## config.mk

```make
export PLATFORM = sky130hd
export DESIGN_NAME = smc_arb_lite18
export DESIGN_NICKNAME = d
export VERILOG_FILES = /design/src/rtl/smc_arb_lite18.sv
export SDC_FILE = /design/constraint.sdc
export NUM_CORES = 1
export LEC_CHECK = 0
export CORE_MARGIN = 2
export CORE_UTILIZATION = 50
export CTS_BUF_LIST = sky130_fd_sc_hd__clkbuf_4
export DETAILED_ROUTE_END_ITERATION = 10
export DONT_BUFFER_PORTS = 1
export GPL_TIMING_DRIVEN = 0
export PLACE_DENSITY = 0.63
export SLEW_MARGIN = 10
export SYNTH_ARGS = -nofsm -noshare
export SYNTH_HDL_FRONTEND = slang
export SYNTH_SLANG_ARGS = --single-unit
```

## constraint.sdc

```tcl
create_clock -name sys_clk18 -period 2 [get_ports sys_clk18]
set_input_delay 0.6 -clock sys_clk18 [delete_from_list [all_inputs] [get_ports sys_clk18]]
set_output_delay 0.6 -clock sys_clk18 [all_outputs]
set_load 0.02 [all_outputs]
```

## src/rtl/smc_arb_lite18.sv

```systemverilog
// Round-robin scheduler that lends the SMC state machine to one requester per burst.
// The grant is held from arbitration until the SMC reports idle, followed by a one-cycle ack.
module smc_arb_lite18 #(
  parameter int NUM_REQ = 3,
  parameter int BEAT_W  = 4
) (
  input  logic                      sys_clk18,
  input  logic                      sys_reset18,
  input  logic [NUM_REQ-1:0]        req_i,
  input  logic [NUM_REQ*BEAT_W-1:0] beats_i,
  input  logic [NUM_REQ-1:0]        n_read_i,
  input  logic [NUM_REQ-1:0]        cs_i,
  input  logic                      smc_valid_access,
  input  logic                      smc_idle,
  output logic                      smc_new_access,
  output logic                      smc_mac_done,
  output logic                      smc_n_read,
  output logic                      smc_cs,
  output logic [NUM_REQ-1:0]        grant_o,
  output logic [NUM_REQ-1:0]        ack_o,
  output logic                      busy
);

  localparam int IDX_W = (NUM_REQ > 1) ? $clog2(NUM_REQ) : 1;

  typedef enum logic [2:0] {S_IDLE, S_GRANT, S_ACTIVE, S_DRAIN, S_DONE} state_t;

  state_t             state_q;
  logic [IDX_W-1:0]   rr_ptr_q, win_q, win_d, win_hi, win_lo;
  logic [BEAT_W-1:0]  rem_q, beats_d;
  logic               n_read_d, cs_d, found_hi, found_lo;
  logic               new_access_q, mac_done_q, n_read_q, cs_q, busy_q;
  logic [NUM_REQ-1:0] grant_q, ack_q;

  function automatic logic [NUM_REQ-1:0] onehot(input logic [IDX_W-1:0] idx);
    logic [NUM_REQ-1:0] oh;
    for (int i = 0; i < NUM_REQ; i++) oh[i] = (IDX_W'(i) == idx);
    return oh;
  endfunction

  // Winner is the lowest requester at or above rr_ptr, else the lowest overall (wrap).
  always_comb begin
    win_hi   = '0;
    win_lo   = '0;
    found_hi = 1'b0;
    found_lo = 1'b0;
    for (int i = 0; i < NUM_REQ; i++) begin
      if (req_i[i] && !found_lo) begin
        found_lo = 1'b1;
        win_lo   = IDX_W'(i);
      end
      if (req_i[i] && !found_hi && (IDX_W'(i) >= rr_ptr_q)) begin
        found_hi = 1'b1;
        win_hi   = IDX_W'(i);
      end
    end
    win_d    = found_hi ? win_hi : win_lo;
    beats_d  = '0;
    n_read_d = 1'b1;
    cs_d     = 1'b0;
    for (int i = 0; i < NUM_REQ; i++) begin
      if (IDX_W'(i) == win_d) begin
        beats_d  = beats_i[i*BEAT_W +: BEAT_W];
        n_read_d = n_read_i[i];
        cs_d     = cs_i[i];
      end
    end
    if (beats_d == '0) beats_d = BEAT_W'(1);
  end

  always_ff @(posedge sys_clk18) begin
    if (sys_reset18) begin
      state_q      <= S_IDLE;
      rr_ptr_q     <= '0;
      new_access_q <= 1'b0;
      mac_done_q   <= 1'b0;
      n_read_q     <= 1'b1;
      cs_q         <= 1'b0;
      grant_q      <= '0;
      ack_q        <= '0;
      busy_q       <= 1'b0;
    end else begin
      case (state_q)
        S_IDLE: begin
          if (|req_i) begin
            state_q  <= S_GRANT;
            busy_q   <= 1'b1;
            win_q    <= win_d;
            rem_q    <= beats_d;
            n_read_q <= n_read_d;
            cs_q     <= cs_d;
            grant_q  <= onehot(win_d);
          end
        end
        S_GRANT: begin
          state_q      <= S_ACTIVE;
          new_access_q <= 1'b1;
          mac_done_q   <= (rem_q == BEAT_W'(1));
        end
        S_ACTIVE: begin
          if (smc_valid_access && (rem_q != '0)) begin
            rem_q <= rem_q - BEAT_W'(1);
            if (rem_q == BEAT_W'(1)) begin
              state_q      <= S_DRAIN;
              new_access_q <= 1'b0;
              mac_done_q   <= 1'b1;
            end else begin
              mac_done_q   <= (rem_q == BEAT_W'(2));
            end
          end
        end
        // SMC must be back in IDLE before the grant is released.
        S_DRAIN: begin
          if (smc_idle) begin
            state_q    <= S_DONE;
            mac_done_q <= 1'b0;
            n_read_q   <= 1'b1;
            cs_q       <= 1'b0;
            grant_q    <= '0;
            ack_q      <= onehot(win_q);
          end
        end
        S_DONE: begin
          state_q  <= S_IDLE;
          busy_q   <= 1'b0;
          ack_q    <= '0;
          rr_ptr_q <= (win_q == IDX_W'(NUM_REQ-1)) ? '0 : win_q + IDX_W'(1);
        end
        default: state_q <= S_IDLE;
      endcase
    end
  end

  assign smc_new_access = new_access_q;
  assign smc_mac_done   = mac_done_q;
  assign smc_n_read     = n_read_q;
  assign smc_cs         = cs_q;
  assign grant_o        = grant_q;
  assign ack_o          = ack_q;
  assign busy           = busy_q;

endmodule
```

* After elaboration in Yosys (flattened, before gate mapping)
Cells that the tools add are included.
** Storage, ports and cells
- Register bits after elaboration :: 22
- Output and inout bits :: 11
- Logic and storage cells :: 112
** Cells by class
- Add/sub/neg operators :: 2
- Order comparisons :: 3
- Eq/ne operators :: 15
- Multiplexer cells :: 48
- Bitwise operators :: 1
- Reductions and logical operators :: 32
** Operators with widths (count)
- 2-to-1 mux 4 bit :: 6
- 2-to-1 mux 1 bit :: 22
- 2-to-1 mux 3 bit :: 7
- one-hot mux 3 bit (2 select lines) :: 2
- one-hot mux 3 bit (4 select lines) :: 1
- AND reduction 3 bit :: 4
- nonzero test 2 bit :: 5
- logical AND 1 bit :: 8
- 2-to-1 mux 2 bit :: 4
- inequality test 2 bit (second input constant) :: 4
- one-hot mux 1 bit (2 select lines) :: 4
- one-hot mux 4 bit (2 select lines) :: 1
- AND reduction 4 bit :: 2
- equality test 3 x 2 -> 1 bit (second input constant) :: 2
- equality test 1 x 2 -> 1 bit (first input constant) :: 2
- equality test 2 bit (first input constant) :: 2
- equality test 4 x 1 -> 1 bit (second input constant) :: 1
- equality test 4 x 2 -> 1 bit (second input constant) :: 1
- >= comparator 1 x 2 -> 1 bit (first input constant) :: 2
- zero test 1 bit :: 4
- zero test 2 bit :: 2
- zero test 4 bit :: 1
- AND reduction 2 bit :: 2
- nonzero test 4 bit :: 1
- 11 further kinds :: 11

* Depth between registers and ports, before layout
- Depth after elaboration :: 20
- Depth in mapped cells :: 6

* Worst setup path before layout
OpenSTA, ideal clock, no wires.
- Path kind :: input port to flip-flop
- Start point :: input port req_i[1]
- End point :: register rem_q[2], data pin
- Library setup time :: 260 ps
- Data arrival time :: 1509 ps
- Required time :: 1740 ps
- Setup slack :: 231 ps
- Stages :: 6
- Path buffers :: 1
- Cells stage by stage :: nor3b_1 > o31a_1 > buf_6 > a32oi_1 > nand2_1 > mux2_2
** On the way
- Word-level cells in the longest chain between the ends :: 16
- Elaborated cells between the ends (all ways) :: 26
- Classes of those cells :: eq/ne (2); mux (14); reduce/logical (10)
** RTL lines
- start, declared :: RTL line 9 : input logic [NUM_REQ-1:0] req_i,
- logical AND 1 bit (2 in series) :: RTL line 52 : if (req_i[i] && !found_hi && (IDX_W'(i) >= rr_ptr_q)) begin
- 2-to-1 mux 1 bit :: RTL line 52
- zero test 1 bit :: RTL line 52
- logical AND 1 bit (2 in series) :: RTL line 52
- 2-to-1 mux 2 bit / 2-to-1 mux 1 bit (equally long branches) :: RTL line 52
- 2-to-1 mux 2 bit (*) :: RTL line 57 : win_d = found_hi ? win_hi : win_lo;
- net win_d[1] :: RTL line 29 : logic [IDX_W-1:0] rr_ptr_q, win_q, win_d, win_hi, win_lo;
- zero test 2 bit :: RTL line 62 : if (IDX_W'(i) == win_d) begin
- 2-to-1 mux 4 bit (2 in series) :: RTL line 62
- 2-to-1 mux 4 bit (*) :: RTL line 62
- zero test 4 bit :: RTL line 68 : if (beats_d == '0) beats_d = BEAT_W'(1);
- 2-to-1 mux 4 bit (*) :: RTL line 68
- 2-to-1 mux 4 bit (*) :: RTL line 85 : if (|req_i) begin
- one-hot mux 4 bit (2 select lines) (*) :: RTL line 83 : case (state_q)
- end signal, assigned :: RTL line 89 : rem_q <= beats_d;
- end signal, assigned :: RTL line 102 : rem_q <= rem_q - BEAT_W'(1);
- end, declared :: RTL line 30 : logic [BEAT_W-1:0] rem_q, beats_d;
Mark *: on every way through the listed nets, which the timed path passes. The rest lies on a longest branch. The select of a mux whose other input is x is not followed.
A chain may end at the register's enable or synchronous reset.

* Worst setup path after layout
- Start point :: register rr_ptr_q[1]
- End point :: register rem_q[2], data pin
** On the way
- Word-level cells in the longest chain between the ends :: 20
- Elaborated cells between the ends (all ways) :: 26
- Classes of those cells :: order compare (3); eq/ne (2); mux (12); reduce/logical (9)
** RTL lines
- start, declared :: RTL line 29
- start signal, assigned :: RTL line 127 : rr_ptr_q <= (win_q == IDX_W'(NUM_REQ-1)) ? '0 : win_q + IDX_W'(1);
- >= comparator 1 x 2 -> 1 bit :: RTL line 52
- logical AND 1 bit :: RTL line 52
- 2-to-1 mux 1 bit :: RTL line 52
- zero test 1 bit :: RTL line 52
- logical AND 1 bit (2 in series) :: RTL line 52
- 2-to-1 mux 1 bit :: RTL line 52
- zero test 1 bit :: RTL line 52
- logical AND 1 bit (2 in series) :: RTL line 52
- [... 2 more ...]
- net win_d[1] :: RTL line 29
- zero test 2 bit :: RTL line 62
- 2-to-1 mux 4 bit (2 in series) :: RTL line 62
- 2-to-1 mux 4 bit (*) :: RTL line 62
- zero test 4 bit :: RTL line 68
- 2-to-1 mux 4 bit (*) :: RTL line 68
- 2-to-1 mux 4 bit (*) :: RTL line 85
- one-hot mux 4 bit (2 select lines) (*) :: RTL line 83
Marks and branches as above.

==> implementation parameters <==
Parameter                              Value

GRT
  Pin count of the biggest net entering global routing    14
  Via count of the first global-routing pass    926
  Global-route wire length before repair    3940 um
  Number of antenna violations at the first check in global routing    0
  Remaining global-route overflow    0
  Overall Global Routing Usage    0.189

Placement
  Number of instances in the placed design    161
  Number of buffer cells added on primary ports    0
  Final HPWL DP    1810 um
  Final GP Congestion    0.783
  Worst setup slack after placement    6.23 ps
  Cell area after placement    0.00124 mm2

Detailed routing
  DRC Markers    0
  Routed met2 length    1080 um
  Highest routed metal layer    met4
  Number of vias in the routed layout    990
  Violation count after the first detailed-routing iteration    15
  Antenna-violating nets left    0
  Average wire per cell in the routed design    14.4 um
  Length of the first detailed-routing pass in iterations    4
  Wirelength, routed    2380 um
  Routed via count divided by cell count    6.00
  Sum of met3 wire segment lengths after detailed routing    177 um
  Post-route met1 wirelength    1100 um

Clock tree
  Number of gates given a new drive strength after cts    1
  Cts bufs inserted    3
  Post-CTS repair timing setup buffer count    0
  Later-pin clock latency in the skew report    300 ps
  Clock slew seen by the registers of the worst setup and hold paths    130 ps
  Max clock buf depth    2
  Cts hold-fix bufs    0
  Clock tree from TritonCTS    done
  CTS Sinks    22
  Clock Tree Root    sky130_fd_sc_hd__clkbuf_4
  H-tree levels    1

Power
  Post-layout power    1.09 mW
  Pwr Density    838 mW/mm2
  Share of total power in sequential cells    0.513
  Peak supply drop    0.522 mV
  Internal power summed over all cells    792 uW
  Part of the total power dissipated in combinational logic    0.176
  Net switching share of the total power    0.275
  Leakage component of the power    0.508 nW
  Switching power    301 uW
  Power share of the clock group    0.312

Floorplanning
  Floorplan die width    53.2 um
  Number of placed I/O pins    36
  Starting Density    0.537
  Core outline area    0.00225 mm2
  Height of the chip    53.2 um
  Number of cell rows    17
  Die ar.    0.00283 mm2

Cells and area
  Area growth from synthesis to layout    7.76%
  Area taken by flip-flops and latches    500 um2
  Ant diodes    0
  Final core occ    0.578
  Ratio of cells with drive above 1 in the final layout    0.102
  Number of fill cells in the layout    238
  Final std cell area, no fill    0.00130 mm2
  Net count reported at finish    167
  Final standard cell count with taps included and fillers excluded    165
  Area taken by multi-input logic gates    663 um2

Synth
  Share of synthesized area occupied by flip-flops and latches    0.414
  Dominant cell type by area after synthesis    sky130_fd_sc_hd__dfxtp_1
  Post-synth design cell area    0.00121 mm2
  Number of distinct library cell variants in the gate-level netlist after synthesis    44
  Synthesized netlist net count    162
  Top area cells in the synthesized netlist    sky130_fd_sc_hd__dfxtp_1, sky130_fd_sc_hd__edfxtp_1, sky130_fd_sc_hd__ha_1
  Async S/R FF share, synth    0
  Warnings, synthesis    0
  Top FF cell, synth    sky130_fd_sc_hd__dfxtp_1
  Register bit total from synthesis    22
  Post-synth top area share    0.265
  Average cell area after synthesis    9.10 um2
  Number of synthesized flops with an enable pin    6
  Instance count of the mapped netlist    133

Critical path
  Worst-path cell chain    nor2b_1 -> o31a_1 -> buf_6 -> a32oi_1 -> nand2_1 -> mux2_2
  Critical path class    flop to flop
  Startpoint Class    flop
  Delay of the slowest critical-path stage    390 ps
  Maximum fanout along the worst path    9
  Signal arrival time at the worst endpoint    1840 ps
  Slowest library cell on the worst path    sky130_fd_sc_hd__dfxtp_1
  Critical Path Sink Type    flop
  Crit path required time    2070 ps

Job
  Count of maximum capacitance violations    0

Timing
  Transition time of the tightest slew-check pin    542 ps
  Unrepaired setup endpoints after global routing    no
  Max-slew violations    0
  Top achievable clock speed    564 MHz
  Portion of the clock cycle consumed by the worst path in the final layout    0.887
  Min setup slack post-route    226 ps
  Setup skew after layout    3.64 ps
  Endpoints failing setup    0
  Crit path time final    1770 ps
  Final count of hold timing violations    0
  Accumulated negative setup slack    0 ps
  Max-slew headroom    0.637
  Min Hold Slack    509 ps

Status
  Result of the run    complete, no violations

Hold path
  Min-delay worst type    input port to flop
[worst paths after layout]
path | slack [ps] | from | to | cells past startpoint
worst min-delay path | 510 | cs_i[1] | smc_cs | 2
worst max-delay path | 230 | rr_ptr_q[1] | rem_q[2] | 6
worst min register to register | 560 | rr_ptr_q[1] | rr_ptr_q[1] | 2
worst max register to register | 230 | rr_ptr_q[1] | rem_q[2] | 6
[state kept, by name, indices dropped and copies added (netlist names)]
name	count
smc_mac_done	1
rr_ptr_q	2
win_q	2
ack_o	3
smc_n_read	1
smc_new_access	1
busy	1
smc_cs	1
state_q	3
rem_q	4
grant_o	3
[power by group through the flow]
stage / clock (mW) / sequential (mW) / combinational [mW]
floorplan: 0 / 0.563 / 0.158
global placement: 0 / 0.571 / 0.184
detailed placement: 0 / 0.571 / 0.189
CTS: 0.349 / 0.561 / 0.193
global route: 0.365 / 0.568 / 0.219
finish: 0.341 / 0.560 / 0.192
[worst max-delay path: cells and delay by family, from the launching register on]
family / cells / cell delay (ps)
mux: 1 / 260
simple gates: 2 / 220
buf+inv: 1 / 140
compound gates: 2 / 530
flops: 1 / 390
[layout make-up]
| type | instances | area share |
|---|---|---|
| clock buffer | 3 | 0.0173 |
| sequential | 22 | 0.384 |
| inverter | 6 | 0.0173 |
| tap | 28 | 0.0269 |
| multi-input combinational | 100 | 0.509 |
| clock inverter | 1 | 0.0230 |
| buffer | 5 | 0.0230 |
[synth_stat cells (all sizes together) (2+ instances only)]
| cell | n |
|---|---|
| dfxtp | 16 |
| buf | 2 |
| nor2 | 12 |
| a21oi | 10 |
| edfxtp | 6 |
| nand2 | 13 |
| mux2i | 3 |
| a22o | 6 |
| mux2 | 2 |
| inv | 6 |
| nor4 | 2 |
| nand3 | 5 |
| o21ai | 3 |
| a211oi | 2 |
| clkbuf | 3 |
| nand2b | 2 |
| a31o | 2 |
| ha | 4 |
| a32oi | 3 |
| xor2 | 2 |
| nor3 | 6 |
| nor2b | 6 |
| nor3b | 2 |
[cell families after synthesis]
| family | Yosys count | synth area share |
|---|---|---|
| compound gates | 35 | 0.211 |
| flops | 22 | 0.414 |
| simple gates | 54 | 0.233 |
| buf+inv | 11 | 0.0434 |
| mux | 5 | 0.0434 |
| fa+ha+maj | 4 | 0.0414 |
| xor+xnor | 2 | 0.0145 |
[layout by cell type, fill, tap and decap left out, types with 3 or more instances in the layout]
cell type / n
sky130_fd_sc_hd__dfxtp_1: 16
sky130_fd_sc_hd__nand2_1: 13
sky130_fd_sc_hd__nor2_1: 12
sky130_fd_sc_hd__a21oi_1: 9
sky130_fd_sc_hd__inv_1: 6
sky130_fd_sc_hd__nor2b_1: 6
sky130_fd_sc_hd__edfxtp_1: 6
sky130_fd_sc_hd__nand3_1: 5
sky130_fd_sc_hd__a22o_1: 5
sky130_fd_sc_hd__nor3_1: 4
sky130_fd_sc_hd__ha_1: 4
sky130_fd_sc_hd__clkbuf_1: 3
sky130_fd_sc_hd__a32oi_1: 3
sky130_fd_sc_hd__mux2i_1: 3
sky130_fd_sc_hd__clkbuf_4: 3
[per-layer routing]
metal	track usage	vias to the layer above
met5	0	-
met4	0.0983	0
met3	0.0367	4
met2	0.285	40
met1	0.252	452
li1	-	494
Power figures use the tool's default switching activity.
